[src/rtl/fetch_pc_unit_if.sv]
// rtl/fetch_pc_unit_if.sv - instruction memory fetch handshake
interface fetch_pc_unit_if;
  logic        imem_req;
  logic [31:0] imem_addr;
  logic        imem_ready;
  logic [31:0] imem_rdata;

  modport master (output imem_req, imem_addr, input imem_ready, imem_rdata);
  modport slave  (input imem_req, imem_addr, output imem_ready, imem_rdata);
endinterface

[src/rtl/fetch_pc_unit.sv]
// rtl/fetch_pc_unit.sv - PC register, imem fetch sequencer and next-PC selection
module fetch_pc_unit #(
  parameter logic [31:0] RESET_PC      = 32'h0000_0000,
  parameter int          FETCH_TIMEOUT = 16
) (
  input  logic                   clk,
  input  logic                   rst_n,
  fetch_pc_unit_if.master        mem,
  output logic [31:0]            instr,
  output logic                   instr_valid,
  output logic [31:0]            pc,
  output logic [31:0]            link_addr,
  input  logic                   jump,
  input  logic                   beq,
  input  logic                   bne,
  input  logic                   jr,
  input  logic                   alu_zero,
  input  logic [31:0]            rs_data,
  input  logic                   exec_done,
  output logic                   err,
  output logic [1:0]             err_code
);

  localparam int            CW       = $clog2(FETCH_TIMEOUT + 1);
  localparam logic [CW-1:0] CNT_LAST = CW'(FETCH_TIMEOUT - 1);

  typedef enum logic [1:0] {
    S_FETCH = 2'd0,
    S_EXEC  = 2'd1,
    S_ERR   = 2'd2
  } state_t;

  state_t        state;
  state_t        state_nxt;
  logic [CW-1:0] wait_cnt;
  logic [31:0]   pc4;
  logic [31:0]   br_offset;
  logic [31:0]   next_pc;
  logic          br_taken;
  logic          jr_bad;

  assign pc4       = pc + 32'd4;
  assign br_offset = {{14{instr[15]}}, instr[15:0], 2'b00};
  assign br_taken  = (beq & alu_zero) | (bne & ~alu_zero);
  assign jr_bad    = jr & (rs_data[1:0] != 2'b00);

  always_comb begin
    next_pc = pc4;
    if (jr)
      next_pc = rs_data;
    else if (jump)
      next_pc = {pc4[31:28], instr[25:0], 2'b00};
    else if (br_taken)
      next_pc = pc4 + br_offset;
  end

  always_ff @(posedge clk or negedge rst_n) begin
    if (!rst_n)
      state <= S_FETCH;
    else
      state <= state_nxt;
  end

  // A ready on the final count cycle takes priority over the timeout.
  always_comb begin
    state_nxt = state;
    case (state)
      S_FETCH: begin
        if (mem.imem_ready)
          state_nxt = S_EXEC;
        else if (wait_cnt == CNT_LAST)
          state_nxt = S_ERR;
      end
      S_EXEC: begin
        if (exec_done)
          state_nxt = jr_bad ? S_ERR : S_FETCH;
      end
      S_ERR:   state_nxt = S_ERR;
      default: state_nxt = S_ERR;
    endcase
  end

  always_comb begin
    mem.imem_req  = (state == S_FETCH);
    instr_valid   = (state == S_EXEC);
    err           = (state == S_ERR);
    mem.imem_addr = pc;
    link_addr     = pc4;
  end

  always_ff @(posedge clk or negedge rst_n) begin
    if (!rst_n) begin
      pc       <= RESET_PC;
      instr    <= 32'd0;
      wait_cnt <= '0;
      err_code <= 2'b00;
    end else begin
      case (state)
        S_FETCH: begin
          if (mem.imem_ready) begin
            instr    <= mem.imem_rdata;
            wait_cnt <= '0;
          end else if (wait_cnt == CNT_LAST) begin
            err_code <= 2'b01;
          end else begin
            wait_cnt <= wait_cnt + CW'(1);
          end
        end
        S_EXEC: begin
          if (exec_done) begin
            if (jr_bad)
              err_code <= 2'b10;
            else
              pc <= next_pc;
          end
        end
        default: ;
      endcase
    end
  end

endmodule
[src/flat_wrapper.sv]
// flat-port wrapper written by rule: the top's interface ports become plain ports
module fetch_pc_unit_flat 
#(
  parameter logic [31:0] RESET_PC      = 32'h0000_0000,
  parameter int          FETCH_TIMEOUT = 16
)
  (clk, rst_n, instr, instr_valid, pc, link_addr, jump, beq, bne, jr, alu_zero, rs_data, exec_done, err, err_code, mem_imem_req, mem_imem_addr, mem_imem_ready, mem_imem_rdata);
  fetch_pc_unit_if mem_i ();
  input  logic clk;
  input  logic rst_n;
  output logic [31:0] instr;
  output logic instr_valid;
  output logic [31:0] pc;
  output logic [31:0] link_addr;
  input  logic jump;
  input  logic beq;
  input  logic bne;
  input  logic jr;
  input  logic alu_zero;
  input  logic [31:0] rs_data;
  input  logic exec_done;
  output logic err;
  output logic [1:0] err_code;
  output wire logic [$bits(mem_i.imem_req)-1:0] mem_imem_req;
  output wire logic [$bits(mem_i.imem_addr)-1:0] mem_imem_addr;
  input wire logic [$bits(mem_i.imem_ready)-1:0] mem_imem_ready;
  input wire logic [$bits(mem_i.imem_rdata)-1:0] mem_imem_rdata;
  assign mem_imem_req = mem_i.imem_req;
  assign mem_imem_addr = mem_i.imem_addr;
  assign mem_i.imem_ready = mem_imem_ready;
  assign mem_i.imem_rdata = mem_imem_rdata;
  fetch_pc_unit #(.RESET_PC(RESET_PC), .FETCH_TIMEOUT(FETCH_TIMEOUT)) u_core (.clk(clk), .rst_n(rst_n), .mem(mem_i), .instr(instr), .instr_valid(instr_valid), .pc(pc), .link_addr(link_addr), .jump(jump), .beq(beq), .bne(bne), .jr(jr), .alu_zero(alu_zero), .rs_data(rs_data), .exec_done(exec_done), .err(err), .err_code(err_code));
endmodule
[config.mk]
export PLATFORM = sky130hd
export DESIGN_NAME = fetch_pc_unit_flat
export DESIGN_NICKNAME = d
export VERILOG_FILES = /design/src/rtl/fetch_pc_unit_if.sv /design/src/rtl/fetch_pc_unit.sv /design/src/flat_wrapper.sv
export SDC_FILE = /design/constraint.sdc
export NUM_CORES = 1
export LEC_CHECK = 0
export CELL_PAD_IN_SITES_DETAIL_PLACEMENT = 1
export CELL_PAD_IN_SITES_GLOBAL_PLACEMENT = 1
export CORE_ASPECT_RATIO = 1.4
export CORE_MARGIN = 10
export CORE_UTILIZATION = 37
export CTS_CLUSTER_DIAMETER = 150
export DETAILED_ROUTE_END_ITERATION = 8
export PLACE_DENSITY = 0.93
export SLEW_MARGIN = 0
export SYNTH_ARGS = -nofsm -noshare
export SYNTH_HDL_FRONTEND = slang
export SYNTH_SLANG_ARGS = --single-unit
[constraint.sdc]
create_clock -name clk -period 5.45 [get_ports clk]
set_input_delay 0.8175 -clock clk [delete_from_list [all_inputs] [get_ports clk]]
set_output_delay 0.8175 -clock clk [all_outputs]
set_load 0.05 [all_outputs]
---- After elaboration in Yosys (flattened, before gate mapping) ----
Index checks and enable logic that the tools add are counted.
W data, S select, Z words.
storage, ports and cells
  memories ................................ 0
  latch bits .............................. 0
  input bits .............................. 73
  output and inout bits ................... 133
  RAM bits ................................ 0
  bits in read-only memories .............. 0
  bits in registers ....................... 73
  word-level logic and storage cells ...... 46
operators by class
  shift-type cells ........................ 0
  multiply operators ...................... 0
  div/mod/pow operators ................... 0
  add/subtract/negate cells ............... 3
  equal/unequal tests ..................... 9
  multiplexer cells ....................... 15
  reductions and logical operators ........ 8
  magnitude comparators ................... 0
  bitwise operators ....................... 6
operators by type and width
  cell                     count
  $mux W32                 3
  $add A32 B3 Y32 const B  1
  $add A32 B32 Y32         1
  $mux W2                  8
  $mux W5                  2
  $pmux W2 S2              2
  $ne A2 B1 Y1 const B     3
  $reduce_and A2 Y1        3
  $add A5 B1 Y5 const B    1
  $eq A5 B4 Y1 const B     1
  $reduce_and A5 Y1        1
  $ne A2 B2 Y1 const B     2
  $reduce_bool A2 Y1       2
  $and A1 B1 Y1            3
  $ne A3 B1 Y1 const B     1
  $reduce_and A3 Y1        1
  $eq A2 B1 Y1 const B     1
  $eq A2 B2 Y1 const B     1
  $logic_not A2 Y1         1
  $not A1 Y1               2
  $or A1 B1 Y1             1

---- Longest topological paths before layout ----
  depth after elaboration ................. 6
  mapped depth ............................ 16

---- Worst setup path after synthesis ----
OpenSTA, ideal clock, no wires.
  path type ............................... register to register
  from .................................... register u_core.pc[8] (netlist: u_core.mem.imem_addr[8])
  to ...................................... register u_core.pc[27] (netlist: u_core.mem.imem_addr[27])
  arrival time ............................ 4.333 ns
  period minus slack after synthesis ...... 4.462 ns
  cell stages (with the launch flop) ...... 17
  required time ........................... 5.321 ns
  library setup time ...................... 0.129 ns
  slack ................................... 0.988 ns
  path buffers ............................ 1
  cell sequence ........................... dfrtp_1 and4_1 nand3_1 nor2_1 and3b_1 nand2_1 xnor2_1 ha_1 clkbuf_1 nand2_1 inv_1 a221o_1 a31oi_1 nor3_1 a211o_1 o211ai_1 a31oi_1
on the way
  cells in the longest elaborated chain, start to end .. 5
RTL lines
  element                   RTL line              RTL
  start: declaration        fetch_pc_unit.sv:11   output logic [31:0] pc,
  start signal: assignment  fetch_pc_unit.sv:114  pc <= next_pc;
  $add A32 B3 Y32           fetch_pc_unit.sv:42   assign pc4 = pc + 32'd4;
  named net link_addr[24]   flat_wrapper.sv:14    output logic [31:0] link_addr;
  $add A32 B32 Y32          fetch_pc_unit.sv:54   next_pc = pc4 + br_offset;
  $mux W32                  fetch_pc_unit.sv:53   else if (br_taken)
  $mux W32                  fetch_pc_unit.sv:51   else if (jump)
  $mux W32                  fetch_pc_unit.sv:49   if (jr)
The timed path passes the listed nets, and every way through them passes these cells.
A chain may end at the register's enable or synchronous reset.

---- Worst setup path after layout ----
  from .................................... register u_core.pc[4] (netlist: u_core.mem.imem_addr[4])
  to ...................................... output link_addr[25]
on the way
  cells in the longest elaborated chain, start to end .. 1
RTL lines
  element           RTL line
  $add A32 B3 Y32   fetch_pc_unit.sv:42
  end: declaration  flat_wrapper.sv:14
Every way passes these cells.

==> run_results.csv <==
group,metric,value,unit
setup_path,critPathArrivalTime,3470,ps
sta,skew,7.88,ps
setup_path,cp-start-kind,"flop",
setup_path,r2r_setup_slack,1230,ps
clock_network,postCtsSetupRepairBufs,0,
floorplanning,num_rows,56,
clock_network,tritoncts,"done",
setup_path,cp-end-kind,"output port",
yosys,synthXorXnorAreaFrac,6.57,%
setup_path,regToRegEndpoint,"u_core.mem.imem_addr[27]",
cells_and_area,fin_cells,1092,
global_route,grt_pass1_vias,7429,
yosys,synth-seq-cells,73,
yosys,synth-simple-area-share,18.5,%
sta,finalHoldViolCount,0,
sta,worst_pin_slew,1110,ps
setup_path,critPathKind,"reg2out",
sta,fmax,233,MHz
routing,num_vias,6700,
clock_network,cts-root-buf,"clkbuf_16",
floorplanning,core_area,16700,sq um
floorplanning,start_util,37.5,%
yosys,synth_top_family_by_area,"compound AO/OA/AOI/OAI gates",
routing,routed_wl,27300,um
setup_path,worstSetupStartpoint,"u_core.mem.imem_addr[4]",
placement,hpwlAfterDp,20800,um
routing,wl_per_cell,25.0,um
setup_path,worstReg2RegStart,"u_core.mem.imem_addr[4]",
yosys,synthTopCellsByArea,"dfrtp_1 29%, ha_1 7.8%, mux2_2 6.1%",
sta,setup_viol,0,
clock_network,cts_inserted_buffers,9,
setup_path,critPathCapture,"link_addr[25]",
yosys,synth_compound_area_share,22.1,%
yosys,synth_cells,730,
floorplanning,die-area,22600,sq um
yosys,synth_top_area_share,29.2,%
global_route,antenna_found_initial,0,
routing,ant_nets,0,
placement,gp_congestion,0.965,
yosys,synth_edf_count,0,
clock_network,clock_latency,350,ps
floorplanning,die_w,130,um
clock_network,h-tree-depth,3,
floorplanning,die_h,174,um
clock_network,post_cts_resized,0,
yosys,ys_async_sr_fraction,100,%
sta,setup_tns,0,ps
yosys,synth_nets,843,
yosys,synth_cell_types,73,
sta,rsz0062_at_grt,"false",
floorplanning,io_pins,206,
hold_path,hold_path.class,"reg2reg",
yosys,synth_area_leader_cell,"dfrtp_1",
sta,max-slew-margin-rel,25.7,%
clock_network,clock_path_buffers,2,
clock_network,cts_hold_buf,0,
cells_and_area,drive_gt1_share,8.56,%
flow_run,maxCapViolations,0,
setup_path,required,4630,ps
global_route,grt_usage,23.6,%
placement,portBuffers,205,
routing,viasPerCell,6.14,
sta,slew_viol_final,0,
placement,placed_cells,1075,
global_route,grt_pass1_wl,41800,um
global_route,grt_max_degree,74,
yosys,ys_seq_area_share,29.2,%
sta,finalCritPeriodShare,78.6,%
routing,dr.first_iter.drc_count,458,
yosys,synth-main-ff-cell,"dfrtp_1",
hold_path,hold-path-cell-count,1,
sta,layout_min_cycle_time,4280,ps
yosys,synth_warnings,0,
routing,route.detailed.drc,0,
setup_path,worstRegToRegCells,13,
run_status,status,"complete, no violations",
clock_network,clkSinkCount,73,
yosys,syn_area,6250,sq um
setup_path,cp_max_fo,8,
cells_and_area,layout.nets,996,
clock_network,path_clk_slew,70,ps
global_route,grt.overflow.total,0,
yosys,syn_avg_cell_area,8.56,sq um
cells_and_area,areaGrowthSynthToFinish,35.5,%
routing,first_pass_iters,5,
yosys,synth_fa_ha_area_share,8.13,%
yosys,synthMuxAreaShare,7.73,%
cells in the mapped netlist, types with 12 or more instances:
cell type  number
and3_1         18
nor3_1         13
xnor2_1        25
buf_4          34
xor2_1         20
nand2_1        74
inv_1          18
nand4_1        12
ha_1           39
nor2_1         57
nand3_1        22
mux2_2         34
dfrtp_1        73
a21o_1         20
o21ai_0        38
a21oi_1        52
clkbuf_1       22
final cells by class:
cell class,count,area (sq um)
Timing Repair Buffer,208,2070
Tap cell,203,254
Clock buffer,9,225
Antenna cell,1,2.50
Multi-Input combinational cell,571,3950
Fill cell,1964,8210
Sequential cell,73,1830
Inverter,20,75.1
Clock inverter,7,61.3
registers in the layout, summed over array words and instances, names as in the netlist:
register and cells:
u_core.state 2, u_core.mem.imem_addr 32, u_core.instr 32, u_core.err_code 2, u_core.wait_cnt 5
cell usage in the layout (no fill, tap or decap), drive strengths merged, types with 11 or more instances in the layout:
cell type,netlist,final
clkdlybuf4s50,0,204
nand2,76,76
dfrtp,73,73
nor2,58,58
a21oi,55,55
ha,39,39
o21ai,39,39
mux2,34,34
xnor2,26,26
inv,20,25
nand3,22,22
xor2,20,20
a21o,20,20
and3,18,18
nor3,14,14
nand4,13,13
a31oi,11,11
through the flow:
stage | util [%] | area (sq um) | setup slack (ps) | hold WS (ps)
final | 50.8 | 8470 | 1170 | 525
after global placement | 49.1 | 8180 | 1470 | 489
after global routing | 50.8 | 8470 | 986 | 545
after detailed placement | 49.1 | 8180 | 1320 | 504
after CTS | 50.8 | 8470 | 1170 | 524
after floorplan | - | 6250 | 988 | 474
worst max-delay path: stages, from the launching register on:
cell	delay [ps]
dfrtp_1	500
and4_1	370
and4b_1	390
nand2_2	140
nor2_2	150
nand3_1	110
xnor2_1	520
clkdlybuf4s50_1	920
worst min-delay path by stage:
stage | from | to | slack, ps
floorplan | u_core.state[0] | u_core.err_code[0] | 470
global placement | u_core.instr[28] | u_core.instr[28] | 490
detailed placement | u_core.instr[29] | u_core.instr[29] | 500
CTS | u_core.instr[29] | u_core.instr[29] | 520
global route | u_core.instr[28] | u_core.instr[28] | 540
finish | u_core.instr[29] | u_core.instr[29] | 520
layer usage:
metal  vias up  track usage [%]  part of all wire [%]
met5         -                0                     0
met1      3342             23.3                    35
li1       2945                -                     -
met3       102             5.85                   7.3
met4         0             15.4                   5.5
met2       311             42.3                    52
cell families (layout without fill, tap and decap cells):
logic type                 count (synthesis)  in the layout
adders and majority gates                 40             40
and+or+nand+nor                          239            239
DFF                                       73             73
other                                      0              1
xor gates and xnor gates                  46             46
muxes                                     44             44
buffers and inverters                     86            244
AOI/OAI and AO/OA                        202            202
Power is not shown: default switching activity piles up to over one toggle a cycle in this logic, so the estimate is an artifact.
